<file path="config.mk">
export PLATFORM = sky130hd
export DESIGN_NAME = cmp_pipe
export DESIGN_NICKNAME = d
export VERILOG_FILES = /design/src/rtl/cmp_pipe.sv
export SDC_FILE = /design/constraint.sdc
export NUM_CORES = 1
export LEC_CHECK = 0
export CAP_MARGIN = 10
export CORE_AREA = 4 4 41 43
export DETAILED_ROUTE_END_ITERATION = 8
export DIE_AREA = 0 0 45 47
export SLEW_MARGIN = 40
export SYNTH_ARGS = -nofsm -noshare
export SYNTH_HDL_FRONTEND = slang
export SYNTH_SLANG_ARGS = --single-unit
</file>
<file path="constraint.sdc">
create_clock -name clk -period 1.4 [get_ports clk]
set_input_delay 0.28 -clock clk [delete_from_list [all_inputs] [get_ports clk]]
set_output_delay 0.28 -clock clk [all_outputs]
set_load 0.03 [all_outputs]
</file>
<file path="src/rtl/cmp_pipe.sv">
// Multi-lane magnitude comparator. Each lane is unsigned or signed, and each result is registered behind a valid/ready handshake.
// Define CMP_PIPE_STATS_EN to add the per-lane saturating result counters and the stats_* ports.
module cmp_pipe #(
   parameter int unsigned WIDTH    = 4,
   parameter int unsigned CHANNELS = 1,
   parameter int unsigned COUNT_W  = 8
) (
   input  logic                      clk,
   input  logic                      reset_n,
   input  logic                      flush,
   input  logic                      in_valid,
   output logic                      in_ready,
   input  logic [CHANNELS*WIDTH-1:0] a,
   input  logic [CHANNELS*WIDTH-1:0] b,
   input  logic                      signed_mode,
   output logic                      out_valid,
   input  logic                      out_ready,
   output logic [CHANNELS-1:0]       greater,
   output logic [CHANNELS-1:0]       equal,
   output logic [CHANNELS-1:0]       lesser
`ifdef CMP_PIPE_STATS_EN
   ,
   input  logic                      stats_clear,
   output logic [CHANNELS*COUNT_W-1:0] stats_gt,
   output logic [CHANNELS*COUNT_W-1:0] stats_eq,
   output logic [CHANNELS*COUNT_W-1:0] stats_lt
`endif
);

   localparam int unsigned FLAG_W = CHANNELS;

   logic              valid_q, valid_d;
   logic [FLAG_W-1:0] gt_q, gt_d, eq_q, eq_d, lt_q, lt_d;
   logic [FLAG_W-1:0] gt_c, eq_c, lt_c;
   logic [WIDTH-1:0]  sign_flip;
   logic [WIDTH-1:0]  ka, kb;
   logic              accept, xfer;

   assign in_ready = !flush && (!valid_q || out_ready);
   assign accept   = in_valid && in_ready;
   assign xfer     = valid_q && out_ready && !flush;

   // Inverting the MSB maps two's-complement order onto unsigned order.
   assign sign_flip = WIDTH'(signed_mode) << (WIDTH - 1);

   always_comb begin
      gt_c = '0;
      eq_c = '0;
      lt_c = '0;
      ka   = '0;
      kb   = '0;
      for (int i = 0; i < int'(CHANNELS); i++) begin
         ka      = a[i*WIDTH +: WIDTH] ^ sign_flip;
         kb      = b[i*WIDTH +: WIDTH] ^ sign_flip;
         gt_c[i] = ka > kb;
         eq_c[i] = ka == kb;
         lt_c[i] = ka < kb;
      end
   end

   always_comb begin
      valid_d = valid_q;
      gt_d    = gt_q;
      eq_d    = eq_q;
      lt_d    = lt_q;
      if (flush) begin
         valid_d = 1'b0;
         gt_d    = '0;
         eq_d    = '0;
         lt_d    = '0;
      end else if (accept) begin
         valid_d = 1'b1;
         gt_d    = gt_c;
         eq_d    = eq_c;
         lt_d    = lt_c;
      end else if (xfer) begin
         valid_d = 1'b0;
         gt_d    = '0;
         eq_d    = '0;
         lt_d    = '0;
      end
   end

   always_ff @(posedge clk or negedge reset_n) begin
      if (!reset_n) begin
         valid_q <= 1'b0;
         gt_q    <= '0;
         eq_q    <= '0;
         lt_q    <= '0;
      end else begin
         valid_q <= valid_d;
         gt_q    <= gt_d;
         eq_q    <= eq_d;
         lt_q    <= lt_d;
      end
   end

   assign out_valid = valid_q;
   assign greater   = gt_q;
   assign equal     = eq_q;
   assign lesser    = lt_q;

`ifdef CMP_PIPE_STATS_EN
   logic [CHANNELS*COUNT_W-1:0] sgt_q, sgt_d, seq_q, seq_d, slt_q, slt_d;

   // Count only the result being handed over; clear takes priority over a same-cycle increment.
   always_comb begin
      sgt_d = sgt_q;
      seq_d = seq_q;
      slt_d = slt_q;
      if (stats_clear) begin
         sgt_d = '0;
         seq_d = '0;
         slt_d = '0;
      end else if (xfer) begin
         for (int i = 0; i < int'(CHANNELS); i++) begin
            if (gt_q[i] && (sgt_q[i*COUNT_W +: COUNT_W] != {COUNT_W{1'b1}}))
               sgt_d[i*COUNT_W +: COUNT_W] = sgt_q[i*COUNT_W +: COUNT_W] + COUNT_W'(1);
            if (eq_q[i] && (seq_q[i*COUNT_W +: COUNT_W] != {COUNT_W{1'b1}}))
               seq_d[i*COUNT_W +: COUNT_W] = seq_q[i*COUNT_W +: COUNT_W] + COUNT_W'(1);
            if (lt_q[i] && (slt_q[i*COUNT_W +: COUNT_W] != {COUNT_W{1'b1}}))
               slt_d[i*COUNT_W +: COUNT_W] = slt_q[i*COUNT_W +: COUNT_W] + COUNT_W'(1);
         end
      end
   end

   always_ff @(posedge clk or negedge reset_n) begin
      if (!reset_n) begin
         sgt_q <= '0;
         seq_q <= '0;
         slt_q <= '0;
      end else begin
         sgt_q <= sgt_d;
         seq_q <= seq_d;
         slt_q <= slt_d;
      end
   end

   assign stats_gt = sgt_q;
   assign stats_eq = seq_q;
   assign stats_lt = slt_q;
`endif

endmodule
</file>
# Word-level counts from Yosys, hierarchy flattened
# Cells that the tools add are included.
[totals]
register_bits = 4
out_inout_bits = 5
input_bits = 14
elab_cells = 26
[op_classes]
n_reduce_logical = 8
mux = 9
order_cmp = 2
n_eq_ne = 1
bitwise = 2
[ops]
columns = ["operator", "n"]
rows = [
  ["1-bit two-way mux", 9],
  ["4-bit XOR", 2],
  ["4-bit == test", 1],
  ["4-bit > comparator", 1],
  ["1-bit logical AND", 4],
  ["4-bit < comparator", 1],
  ["3-bit nonzero test", 1],
  ["1-bit zero test", 2],
  ["1-bit logical OR", 1],
]

# Depth between registers and ports, before layout
# Gate-level depths: netlist (run 1).
[logic_depth]
ltp_word = 6
mapped_depth = 6
ltp_nobuf = 6

# Worst setup path after synthesis (run 1)
# No wires, ideal clock.
[synth_timing]
path_type = "reg-to-reg"
start = "register valid_q, in the netlist out_valid"
end = "register eq_q, in the netlist equal"
arrival_ns = 1.312
stages_incl_launch_ff = 5
setup_slack_ns = 0.025
synth_period_minus_slack_ns = 1.375
setup_ns = 0.063
t_required_ns = 1.337
path_buffers = 0
path_cell_list = "dfrtp_1 -> nor2b_4 -> nor2_2 -> nand2_1 -> a2bb2o_4"
[synth_between]
elab_chain_len = 6
word_cells_on_any_way = 9
cone_classes = "2 x mux; 7 x reduce/logical"
[synth_lines]
columns = ["element", "line_no", "rtl"]
rows = [
  ["start: declaration", "32", "logic valid_q, valid_d;"],
  ["start signal: assignment", "91", "valid_q <= valid_d;"],
  ["1-bit zero test *", "39", "assign in_ready = !flush && (!valid_q || out_ready);"],
  ["1-bit logical OR *", "39", ""],
  ["1-bit logical AND *", "39", ""],
  ["via in_ready", "12", "output logic in_ready,"],
  ["1-bit logical AND *", "40", "assign accept = in_valid && in_ready;"],
  ["1-bit two-way mux", "71", "end else if (accept) begin"],
  ["1-bit two-way mux", "66", "if (flush) begin"],
  ["end signal: assignment", "93", "eq_q <= eq_d;"],
  ["end: declaration", "33", "logic [FLAG_W-1:0] gt_q, gt_d, eq_q, eq_d, lt_q, lt_d;"],
]
# Mark *: on every way through the listed nets, which the timed path passes. The rest lies on a longest branch.
# A chain may end at the register's enable or synchronous reset.

# Worst setup path after layout (run 1)
[layout_timing]
start = "input port b[0]"
end = "register gt_q, in the netlist greater"
[layout_between]
elab_chain_len = 4
[layout_lines]
columns = ["element", "line_no", "rtl"]
rows = [
  ["start: declaration", "14", "input logic [CHANNELS*WIDTH-1:0] b,"],
  ["4-bit XOR", "54", "kb = b[i*WIDTH +: WIDTH] ^ sign_flip;"],
  ["4-bit > comparator", "55", "gt_c[i] = ka > kb;"],
  ["1-bit two-way mux", "71", ""],
  ["1-bit two-way mux", "66", ""],
  ["end signal: assignment", "92", "gt_q <= gt_d;"],
  ["end: declaration", "33", ""],
]
# Every way passes these cells.

==> results of run 1 <==
[final timing paths]
path,cells after the start,start,end,slack [ns]
max,5,b[0],greater,0.07
min,1,reset_n,lesser,0.25
max reg2reg,4,out_valid,greater,0.34
min reg2reg,1,lesser,lesser,0.49
max in group asynchronous,1,reset_n,out_valid,0.99
min in group clk,4,out_ready,out_valid,0.39
[where the power goes]
| group | switching, mW | internal [mW] | total [mW] |
|---|---|---|---|
| logic | 0.0723 | 0.0778 | 0.150 |
| clock network | 0.0478 | 0.0959 | 0.144 |
| registers | 0.00477 | 0.124 | 0.129 |
| total | 0.125 | 0.298 | 0.423 |
[sequential cells by signal, indices dropped and copies added, names as in the netlist]
signal / count
equal: 1
greater: 1
lesser: 1
out_valid: 1
[layout make-up]
class	instances	area, sq um	area share, %
Tap cell	15	18.77	3.261
Timing Repair Buffer	21	207.7	36.09
Multi-Input combinational cell	23	211.5	36.74
Inverter	4	15.01	2.609
Sequential cell	4	100.1	17.39
Clock buffer	3	22.52	3.913
[logic make-up after synthesis]
| family | count (synthesis) | synth area share, % |
|---|---|---|
| simple gates | 11 | 20.68 |
| compound gates | 6 | 17.72 |
| buf+inv | 4 | 5.062 |
| fa+ha+maj | 4 | 16.88 |
| flops | 4 | 33.76 |
| xor+xnor | 2 | 5.908 |
[cell usage in the layout (no fill, tap or decap)]
master and n:
nor2_4 1, a22o_1 1, xor2_1 1, dlymetal6s2s_1 6
o2bb2ai_1 1, xnor2_1 1, nor2_1 4, clkdlybuf4s50_1 4
ha_1 2, clkbuf_4 3, nand4_1 1, buf_6 1
dfrtp_1 4, and3_1 1, nand2_1 2, clkbuf_2 1
a21oi_1 2, inv_1 2, ha_4 2, dlygate4sd2_1 5
inv_2 2, clkdlybuf4s15_1 1, nor2_2 1, buf_4 3
o21ai_1 1, nor2b_4 1, a2bb2o_4 1
[per-stage QoR]
stage                      TNS [ns]  utilization, %  total power, mW  std cells  hold slack, ns
after floorplan                   0               -           0.2027         31        -0.01559
after global placement       -1.154           39.62           0.2811         67          0.4812
after detailed placement     -1.213           39.62           0.2814         67          0.4824
after CTS                         0           41.35           0.4284         70          0.2505
after global routing      -0.004167           44.23           0.4584         70          0.2496
final                             0           44.23           0.4229         70          0.2481
[repair_timing]
action | 4_1_cts | 5_1_grt
endpoints found under the setup margin | 8 | 3
pin swaps | 5 | 5
gates resized for setup | 10 | 13
hold endpoints to repair | 0 | 0
[worst reg2reg max path, delay by kind of cell (launching register included)]
kind | cells | cell delay [ns]
AND/OR/NAND/NOR | 3 | 0.34
flip-flops | 1 | 0.39
AO/OA/AOI/OAI | 1 | 0.22
[metal layers]
metal | up-vias | share of wire (%) | wire, um
met5 | - | 0 | 0
met4 | 0 | 0 | 0
met3 | 0 | 11 | 77
met2 | 12 | 49 | 352
met1 | 132 | 40 | 286
li1 | 154 | - | -
==> flow_summary.toml, run 1 <==
[global_route]
antenna_found_initial = 0
grt_pass1_vias = 309
overflow = 0
grt-busiest-layer = "met2"
grt_usage_pct = 8.320
grt_start_max_net_pins = 5
grt_pass1_wl_um = 1193
use_met3_pct = 4.598
met2_usage_pct = 12.99
grt.met1_usage_pct = 8.716

[routing]
drtAntennaViolNets = 0
routedWlPerCell_um = 10.23
viasPerCell = 4.257
dr.pass1.iters = 2
drtIter0Drc = 3
drc = 0
routed_wl_um = 716
vias = 298

[synthesis]
syn_area_per_cell_sq_um = 9.566
synthCells = 31
netlist_area_sq_um = 296.5
ys_types = 16
synth_seq_area_share_pct = 33.76
synthArstFlopShare_pct = 100.0
synth_edf_count = 0
yosysTopAreaCellShare_pct = 33.76
ys_seq_elements = 4
ys.flop_type = "dfrtp_1"
yosys.area.top_type = "dfrtp_1"
yosys-top-cells-count = "4 x dfrtp_1, 4 x ha_1, 4 x inv_1, 4 x nor2_1"
yosys_warnings = 0
synth_area_leaders = "dfrtp_1 34%, ha_1 17%, a2bb2o_4 6.8%"
syn_nets = 49

[placement]
gp_congestion = 0.6478
dpl_cell_area_sq_um = 515.5
post-place-ws_ns = -0.4324
hpwl_um = 570.3
io_buffers = 18

[floorplan]
core.rowCount = 13
start_util_pct = 22.79
die_area_sq_um = 2115
io_pins = 19
core_sq_um = 1301
die_x_um = 45
die_y_um = 47

[critical_path]
cp.arrival_ns = 1.45
cp_cell_sequence = "clkdlybuf4s50_1 -> ha_1 -> nand4_1 -> and3_1 -> a22o_1"
cp_top_family = "buffers and inverters"
crit_fanout = 2
slowest_stage = "clkdlybuf4s50_1"
cp.required_ns = 1.52
slowest_delay_ns = 0.40
crit_path_end_kind = "flop"
cp.buffers_inverters = 1
start_kind = "input port"
critical_path_class = "input port to flop"

[timing]
tightest_slew_ns = 0.3118
setup_viol = 0
min_period_ns = 1.327
slew_headroom_pct = 79.29
final_hold_viol_count = 0
fmax_mhz = 753.5
final_max_slew_viol_count = 0
setup_ws_ns = 0.07285
rsz0062_at_grt = "yes"
clock_skew_ns = 0.00007361
final.period_utilization_pct = 94.80

[clock_network]
clk_pin_slew_worst_paths_ns = 0.04
insertion_delay_ns = 0.23
cts_num_sinks = 4
cts-buffers-inserted = 3
cts_tree = "built"
htree_num_levels = 1
cts.path.max_buffers = 2
cts_root_buffer = "clkbuf_4"
hold_buffers = 0
cts_setup_buffers = 0

[final_layout]
insertedDiodeCount = 0
drive_above_1_share_pct = 29.09
fin_area_sq_um = 575.6
nets = 75
fill_cells = 132
syn_to_final_growth_pct = 94.09

[job]
cap_violations = 0

[worst_hold_path]
hp-class = "input port to asynchronous set/reset pin"

[power]
power.density_nw_per_um2 = 734.8
ir_worst_vdd_mv = 0.3635
leakage_nw = 0.3219

[status]
status = "finished clean"
Note: power is estimated with default switching activity, not from simulation.
==> inputs of run 2 (changes only) <==
--- a/config.mk
+++ b/config.mk
@@ -6,9 +6,10 @@
 export NUM_CORES = 1
 export LEC_CHECK = 0
 export CAP_MARGIN = 10
-export CORE_AREA = 4 4 41 43
+export CORE_AREA = 2 2 39 41
+export CTS_CLUSTER_DIAMETER = 40
 export DETAILED_ROUTE_END_ITERATION = 8
-export DIE_AREA = 0 0 45 47
+export DIE_AREA = 0 0 41 43
 export SLEW_MARGIN = 40
 export SYNTH_ARGS = -nofsm -noshare
 export SYNTH_HDL_FRONTEND = slang
==> run 2 against run 1 <==
Net effect:
- flip-flop and latch count unchanged
- clock skew up 0.0012 ns
- clock-buffer cell count unchanged
- wire length up 3.5%
- largest power group unchanged
- highest routed layer is now met4
==> flow_summary.toml, run 2 (same netlist as run 1, synthesis figures left out) <==
[final_layout]
insertedDiodeCount = 0
syn_to_final_growth_pct = 95.36
utilization_pct = 41.86
fin_cells = 71
drive_above_1_share_pct = 27.27
nets = 75
final_cell_mix = "5 x dlymetal6s2s_1, 5 x clkdlybuf4s50_1, 5 x dlygate4sd2_1, 4 x nor2_1, 4 x dfrtp_1"

[timing]
rsz0062_at_grt = "no"
final_hold_viol_count = 0
min_period_ns = 1.361
clock_skew_ns = 0.001313
fmax_mhz = 734.6
final.period_utilization_pct = 97.24
setup_ws_ns = 0.03863
tightest_slew_ns = 0.3030
final_max_slew_viol_count = 0
slew_headroom_pct = 79.88
setup_viol = 0

[power]
total_power_mw = 0.4264
switching_share_pct = 29.70
clkPwrFrac_pct = 34.1
combPwrFrac_pct = 35.5
switchingPower_mw = 0.1266
pwr-share-seq_pct = 30.4
power.density_nw_per_um2 = 736.1
leakage_nw = 0.3131
p_int_mw = 0.2998
ir_worst_vdd_mv = 0.3626

[clock_network]
cts-buffers-inserted = 3
cts_root_buffer = "clkbuf_4"
htree_num_levels = 1
insertion_delay_ns = 0.24
clk_pin_slew_worst_paths_ns = 0.04
cts.path.max_buffers = 2
cts_tree = "built"
hold_buffers = 0
cts_num_sinks = 4

[floorplan]
die_area_sq_um = 1763
core.rowCount = 14
die_x_um = 41
die_y_um = 43
io_pins = 19
core_sq_um = 1384
start_util_pct = 21.43

[job]
cap_violations = 0

[global_route]
grt.met1_usage_pct = 11.44
grt_pass1_wl_um = 1242
antenna_found_initial = 0
grt-busiest-layer = "met2"
grt_pass1_vias = 319
overflow = 0
grt_usage_pct = 10.90
grt_start_max_net_pins = 5
met2_usage_pct = 15.63
use_met3_pct = 5.759

[critical_path]
start_kind = "input port"
cp.required_ns = 1.12
crit_fanout = 3
cp.arrival_ns = 1.08
critical_path_class = "input port to primary output"
crit_path_end_kind = "primary output"

[worst_hold_path]
hp-class = "input port to asynchronous set/reset pin"

[status]
status = "finished clean"

[routing]
vias = 293
routedWlPerCell_um = 10.44
routed_wl_um = 741
drtAntennaViolNets = 0
viasPerCell = 4.127
drtIter0Drc = 4
dr.pass1.iters = 2
drc = 0

[placement]
dp.cells = 68
gp_congestion = 0.6457
hpwl_um = 563
io_buffers = 18
post-place-ws_ns = -0.4551
-- run 2: changes by cell type in the layout (fill, tap and decap cells not counted) --
| cell | before | now |
|---|---|---|
| dlymetal6s2s_1 | 6 | 5 |
| clkbuf_2 | 1 | 0 |
| clkdlybuf4s15_1 | 1 | 2 |
| clkdlybuf4s50_1 | 4 | 5 |
-- run 2: metrics by stage --
stage          hold WS (ns)  area [sq um]  TNS (ns)
2_1_floorplan      -0.01559         296.5         0
3_3_place_gp         0.4887         516.7    -1.177
3_5_place_dp         0.4838         516.7    -1.215
4_1_cts              0.2460         564.3         0
5_1_grt              0.2561         579.3         0
6_report             0.2508         579.3         0
-- run 2: metal layers --
layer  vias up  wire (um)
met5         -          0
met4         0         11
met3         2         67
met2        13        352
met1       124        310
li1        154          -
-- run 2: worst max-delay path: stages --
cell,delay (ns)
clkdlybuf4s50_1,0.50
nor2b_4,0.06
nor2_4,0.10
buf_6,0.14
-- run 2: final cells by class --
class | instances | area, sq um
fill | 141 | 804.5
multi-input combinational | 23 | 211.5
timing repair buffer | 21 | 210.2
sequential | 4 | 100.1
clock buffer | 3 | 22.52
tap | 16 | 20.02
inverter | 4 | 15.01
-- run 2: repair_timing --
| item | 4_1_cts | 5_1_grt |
|---|---|---|
| resized for setup | 12 | 9 |
| endpoints found under the setup margin | 8 | 1 |
| gates cloned | 0 | 0 |
| hold endpoints to repair | 0 | 0 |
| buffers inserted | 0 | 0 |
| pin swaps | 3 | 5 |
-- run 2: final timing paths --
| kind | startpoint | to | slack, ns | cells past startpoint |
|---|---|---|---|---|
| max | out_ready | in_ready | 0.04 | 4 |
| max in group asynchronous | reset_n | greater | 0.98 | 1 |
| max reg2reg | out_valid | greater | 0.34 | 4 |
| min in group clk | lesser | lesser | 0.50 | 1 |
| min | reset_n | lesser | 0.25 | 1 |
| min reg2reg | lesser | lesser | 0.50 | 1 |
-- run 2: power groups by stage --
stage	logic, mW	registers, mW	clock network (mW)
after global routing	0.168	0.130	0.159
after global placement	0.150	0.131	0
final	0.152	0.130	0.145
after CTS	0.155	0.130	0.152
after floorplan	0.0563	0.146	0
after detailed placement	0.151	0.131	0
